## src/rtl/magnetron_pkg.sv

```systemverilog
// rtl/magnetron_pkg.sv - shared BCD widths, digit limits and range check for the magnetron timer
package magnetron_pkg;

  localparam int BCD_W = 4;
  localparam logic [BCD_W-1:0] SEC_TENS_MAX = 4'd5;
  localparam logic [BCD_W-1:0] DIGIT_MAX    = 4'd9;
  localparam int MAX_MINUTES = 99;

  function automatic logic bcd_valid(input logic [BCD_W-1:0] digit,
                                     input logic [BCD_W-1:0] max);
    return digit <= max;
  endfunction

endpackage

```

## src/rtl/bcd_down_digit.sv

```systemverilog
// rtl/bcd_down_digit.sv - one BCD down-counting digit that wraps to MAX and borrows from the next digit
module bcd_down_digit
  import magnetron_pkg::*;
#(
  parameter logic [BCD_W-1:0] MAX = DIGIT_MAX
) (
  input  logic             clk,
  input  logic             resetn,
  input  logic             clr,
  input  logic             load,
  input  logic [BCD_W-1:0] load_val,
  input  logic             dec,
  output logic [BCD_W-1:0] digit,
  output logic             borrow_out
);

  always_ff @(posedge clk or negedge resetn) begin
    if (!resetn) begin
      digit <= '0;
    end else if (clr) begin
      digit <= '0;
    end else if (load) begin
      digit <= load_val;
    end else if (dec) begin
      digit <= (digit == '0) ? MAX : digit - 1'b1;
    end
  end

  assign borrow_out = dec && (digit == '0);

endmodule

```

## src/rtl/cook_timer.sv

```systemverilog
// rtl/cook_timer.sv - MM:SS BCD cook timer: keypad load, per-second countdown while the magnetron runs
module cook_timer
  import magnetron_pkg::*;
#(
  parameter int TICKS_PER_SEC = 100,
  parameter int PRESCALE_W    = 32
) (
  input  logic             clk,
  input  logic             resetn,
  input  logic             clearn,
  input  logic             load_en,
  input  logic [BCD_W-1:0] load_min_tens,
  input  logic [BCD_W-1:0] load_min_ones,
  input  logic [BCD_W-1:0] load_sec_tens,
  input  logic [BCD_W-1:0] load_sec_ones,
  input  logic             mag_on,
  output logic             timer_done,
  output logic             load_err,
  output logic [BCD_W-1:0] min_tens,
  output logic [BCD_W-1:0] min_ones,
  output logic [BCD_W-1:0] sec_tens,
  output logic [BCD_W-1:0] sec_ones
);

  localparam logic [PRESCALE_W-1:0] PRESC_LAST = PRESCALE_W'(TICKS_PER_SEC - 1);

  logic [PRESCALE_W-1:0] presc;
  logic load_valid, load_ok, load_rej, active, tick, done_next;
  logic sec_ones_borrow, sec_tens_borrow, min_ones_borrow, min_tens_borrow_unused;

  assign load_valid = bcd_valid(load_min_tens, DIGIT_MAX) && bcd_valid(load_min_ones, DIGIT_MAX) &&
                      bcd_valid(load_sec_tens, SEC_TENS_MAX) && bcd_valid(load_sec_ones, DIGIT_MAX);
  assign load_ok  = clearn && load_en && !mag_on && load_valid;
  assign load_rej = clearn && load_en && !load_ok;
  assign active   = clearn && !load_en && mag_on && !timer_done;
  assign tick     = active && (presc == PRESC_LAST);

  // timer_done tracks the value the digits will hold after this edge; only 00:01 can tick down to zero
  always_comb begin
    done_next = timer_done;
    if (!clearn) begin
      done_next = 1'b1;
    end else if (load_ok) begin
      done_next = {load_min_tens, load_min_ones, load_sec_tens, load_sec_ones} == '0;
    end else if (tick) begin
      done_next = {min_tens, min_ones, sec_tens, sec_ones} == 16'h0001;
    end
  end

  always_ff @(posedge clk or negedge resetn) begin
    if (!resetn) begin
      presc      <= '0;
      timer_done <= 1'b1;
      load_err   <= 1'b0;
    end else begin
      timer_done <= done_next;
      load_err   <= load_rej;
      if (!clearn || load_ok || tick) begin
        presc <= '0;
      end else if (active) begin
        presc <= presc + 1'b1;
      end
    end
  end

  bcd_down_digit #(.MAX(DIGIT_MAX)) u_sec_ones (
    .clk(clk), .resetn(resetn), .clr(!clearn), .load(load_ok), .load_val(load_sec_ones),
    .dec(tick), .digit(sec_ones), .borrow_out(sec_ones_borrow)
  );

  bcd_down_digit #(.MAX(SEC_TENS_MAX)) u_sec_tens (
    .clk(clk), .resetn(resetn), .clr(!clearn), .load(load_ok), .load_val(load_sec_tens),
    .dec(sec_ones_borrow), .digit(sec_tens), .borrow_out(sec_tens_borrow)
  );

  bcd_down_digit #(.MAX(DIGIT_MAX)) u_min_ones (
    .clk(clk), .resetn(resetn), .clr(!clearn), .load(load_ok), .load_val(load_min_ones),
    .dec(sec_tens_borrow), .digit(min_ones), .borrow_out(min_ones_borrow)
  );

  bcd_down_digit #(.MAX(DIGIT_MAX)) u_min_tens (
    .clk(clk), .resetn(resetn), .clr(!clearn), .load(load_ok), .load_val(load_min_tens),
    .dec(min_ones_borrow), .digit(min_tens), .borrow_out(min_tens_borrow_unused)
  );

endmodule
```

## config.mk

```make
export PLATFORM = sky130hd
export DESIGN_NAME = cook_timer
export DESIGN_NICKNAME = d
export VERILOG_FILES = /design/src/rtl/magnetron_pkg.sv /design/src/rtl/bcd_down_digit.sv /design/src/rtl/cook_timer.sv
export SDC_FILE = /design/constraint.sdc
export NUM_CORES = 1
export LEC_CHECK = 0
export CAP_MARGIN = 25
export CORE_UTILIZATION = 50
export CTS_CLUSTER_DIAMETER = 30
export CTS_CLUSTER_SIZE = 10
export DETAILED_ROUTE_END_ITERATION = 16
export GPL_ROUTABILITY_DRIVEN = 0
export GPL_TIMING_DRIVEN = 0
export PLACE_DENSITY = 0.77
export RECOVER_POWER = 25
export SLEW_MARGIN = 20
export SYNTH_ARGS = -nofsm -noshare
export SYNTH_HDL_FRONTEND = slang
export SYNTH_SLANG_ARGS = --single-unit
```

## constraint.sdc

```tcl
create_clock -name clk -period 2.1 [get_ports clk]
set_input_delay 0.315 -clock clk [delete_from_list [all_inputs] [get_ports clk]]
set_output_delay 0.315 -clock clk [all_outputs]
set_load 0.05 [all_outputs]
```

==> run summary <==
Status: finished with violations
Failing checks: setup timing
Area contributors post-synth: dfrtp_1 (42%), xnor2_1 (6.9%), nor2_1 (6.6%)
CTS root buf: clkbuf_8
First-pass GRT wire length: 12560 µm
Synth area leader: dfrtp_1
Crit path top cell by count: buf_4
Nets@finish: 406
Die Ht: 78.16 µm
Syn Inst Count: 317
Die area: 6109 µm²
Synth top area share: 42.28%
Critical path's slowest cell: or4_4
Avg Cell Area, Syn: 9.149 µm²
Slew HR: 18.22%
Worst hold margin: 247.5 ps
Die W: 78.16 µm
Final worst path period share: 103.7%
DPL Wire Length: 5149 µm
Antenna Violating Nets Remaining: 0
Largest stage delay, worst path: 510 ps
Max Fclk: 0.4590 GHz
Crit-path max FO: 4
Clk_lat worst skew: 310 ps
Critical Path RT: 2300 ps
MaxCap Viol Count: 0
Hold crit path type: input pin to asynchronous set/reset pin
DR vias: 2707
Crit Path Category: flop to flop
Measured slew at the worst slew-check pin: 1227 ps
Vias in the first global route: 2572
Sequential area share after synthesis: 43.18%
CTS clock-pin slew for the worst setup and hold paths: 90 ps
Synth Area in Compound Gates: 7.204%
Count of different cell masters after synthesis: 47
Data arrival, critical path: 2380 ps
Layout cell share with drive strength beyond 1: 21.82%
Mapped Area: 2900 µm²
EDFF count, synth: 0
Clk buf depth: 2
Leak: 1.516 nW
Residual DRC: 0
DRT iter0 DRCs: 207
Synth Warn #: 0
Final setup margin: -78.47 ps
Area Overhead vs Synth: 31.45%
Pins Over Slew Limit: 0
Placed Cells: 427
Final Skew: 10.48 ps
Syn nets: 339
CTS buffer count: 5
Number of synthesized register bits: 50
Htree depth: 2
Grt total ovfl: 0
Setup TNS: -103.9 ps
Worst setup EP type: flop
Min Tclk post-route: 2178 ps
Vias/cell: 5.923
Synth Area in XOR/XNOR: 10.57%
Fin. Hold Viols: 0
Clock sinks: 50
Total Wirelength: 7939 µm
Commonest non-fill, non-tap cells in the layout: nor2_1 (51), dfrtp_1 (37), clkdlybuf4s50_1 (34), nand2_1 (24), buf_4 (24)
Initial antenna violation count: 0
Diodes inserted: 0
Largest net degree at the start of global routing: 51
Post-synthesis simple-gate area fraction: 33.09%
Post-Layout Cell Count: 457
VDD IR max: 244.4 µV
Adder-cell share of the synthesized area: 0.4314%
CTS tree: yes
CP Cell Sequence: nor4_4 > nand4_2 > buf_4 > buf_4 > or4_4 > a32oi_1 > nand2_1
All-Layer GR Usage: 26.21%
Power per cell area: 444.5 nW/µm²
CP startpoint kind: flop
First-pass DRT Iterations: 5
CORE AREA: 5540 µm²
Largest family of logic cells by synthesized area: simple AND/OR/NAND/NOR gates
Finish-stage setup viols: 3
Initial core utilization: 52.35%
Most used DFF post-synth: dfrtp_1
I/O Pins: 39
Port Buffers: 38
Multiplexer area fraction after synthesis: 2.545%
Wirelength per Cell: 17.37 µm
RSZ-0062 raised after global routing: yes
Asr flop ratio synth: 100.0%
Site Rows: 27
Most common cell after layout, fill and taps aside: nor2_1
## worst paths after layout
path	start	end	slack, ps	cells after the start
min	resetn	u_sec_tens.digit[3]$_DFFE_PN0P_	250	1
min reg2reg	presc[22]$_DFFE_PN0P_	presc[22]$_DFFE_PN0P_	610	2
min in group clk	load_en	load_err$_DFF_PN0_	330	2
max reg2reg	presc[19]$_DFFE_PN0P_	u_min_tens.digit[0]$_DFFE_PN0P_	-80	7
max in group asynchronous	resetn	presc[9]$_DFFE_PN0P_	1010	1
max	presc[19]$_DFFE_PN0P_	u_min_tens.digit[0]$_DFFE_PN0P_	-80	7
## stage by stage
step / area [µm²] / power (mW) / utilization, % / setup WS [ps]
finish: 3812 / 1.695 / 68.81 / -78.47
floorplan: 2919 / 1.071 / - / 8.609
global route: 3812 / 1.759 / 68.81 / -146.9
global placement: 3390 / 1.164 / 61.18 / -947.7
CTS: 3682 / 1.709 / 66.46 / 4.092
detailed placement: 3387 / 1.166 / 61.13 / -601.4
## power breakdown
| part | leakage [nW] | switching [mW] | total (mW) | internal [mW] |
|---|---|---|---|---|
| Sequential | 0.673 | 0.00902 | 0.979 | 0.970 |
| Clock | 0.0450 | 0.309 | 0.540 | 0.231 |
| Combinational | 0.798 | 0.106 | 0.176 | 0.0701 |
| Total | 1.52 | 0.423 | 1.69 | 1.27 |
## metal layers
layer / GRT usage, % / vias to the layer above / wire [µm]
met1: 37.36 / 1313 / 3599
met5: 0 / - / 0
li1: - / 1287 / -
met3: 3.721 / 13 / 373
met2: 42.19 / 94 / 3859
met4: 6.111 / 0 / 107
## cells in the mapped netlist (2+ instances only)
cell	number
a21oi_1	2
xnor2_1	23
mux2_2	3
clkbuf_1	5
nor3_1	14
and3_1	4
nor4_2	5
o31ai_1	3
nand2_1	24
or4_1	2
buf_2	6
nand4_2	2
mux2i_1	4
o21ai_0	13
and4_1	3
or2_2	4
and2_1	4
a32oi_1	2
a211oi_1	5
nor4_1	17
dfrtp_1	49
nand3_1	17
xor2_1	12
nor2b_1	2
nor2_1	51
nand4_1	16
inv_1	5
## repair_timing
| action | CTS | global route |
|---|---|---|
| endpoints found under the setup margin | 42 | 39 |
| hold buffers | 0 | 0 |
| pin swaps | 11 | 9 |
| setup buffers | 20 | 5 |
| resized for setup | 21 | 22 |
## cells by family (layout without fill, tap and decap cells)
family / count (synthesis) / in the layout
AO/OA/AOI/OAI: 32 / 32
XOR/XNOR: 35 / 35
adder cells (fa/ha/maj): 1 / 1
buffers and inverters: 18 / 86
flip-flops: 50 / 50
multiplexers: 7 / 7
AND/OR/NAND/NOR: 174 / 174
## state kept, by name, indices dropped and copies added, names as in the netlist
| register | count |
|---|---|
| presc | 32 |
| u_min_ones.digit | 4 |
| u_min_tens.digit | 4 |
| u_sec_ones.digit | 4 |
| u_sec_tens.digit | 4 |
| load_err | 1 |
| timer_done | 1 |
## worst max-delay path: cells and delay by family, from the launching register on
| family | cells | cell delay [ps] |
|---|---|---|
| AND/OR/NAND/NOR | 4 | 1080 |
| flip-flops | 1 | 440 |
| buffers and inverters | 2 | 320 |
| AO/OA/AOI/OAI | 1 | 250 |
## final cells by class
| class | count | area (µm²) |
|---|---|---|
| Fill cell | 433 | 1728 |
| Multi-Input combinational cell | 249 | 1714 |
| Sequential cell | 50 | 1267 |
| Timing Repair Buffer | 63 | 574.3 |
| Tap cell | 72 | 90.09 |
| Clock buffer | 6 | 72.57 |
| Buffer | 10 | 65.06 |
| Inverter | 5 | 18.77 |
| Clock inverter | 2 | 10.01 |
No activity file was read; power rests on OpenSTA's default activity.
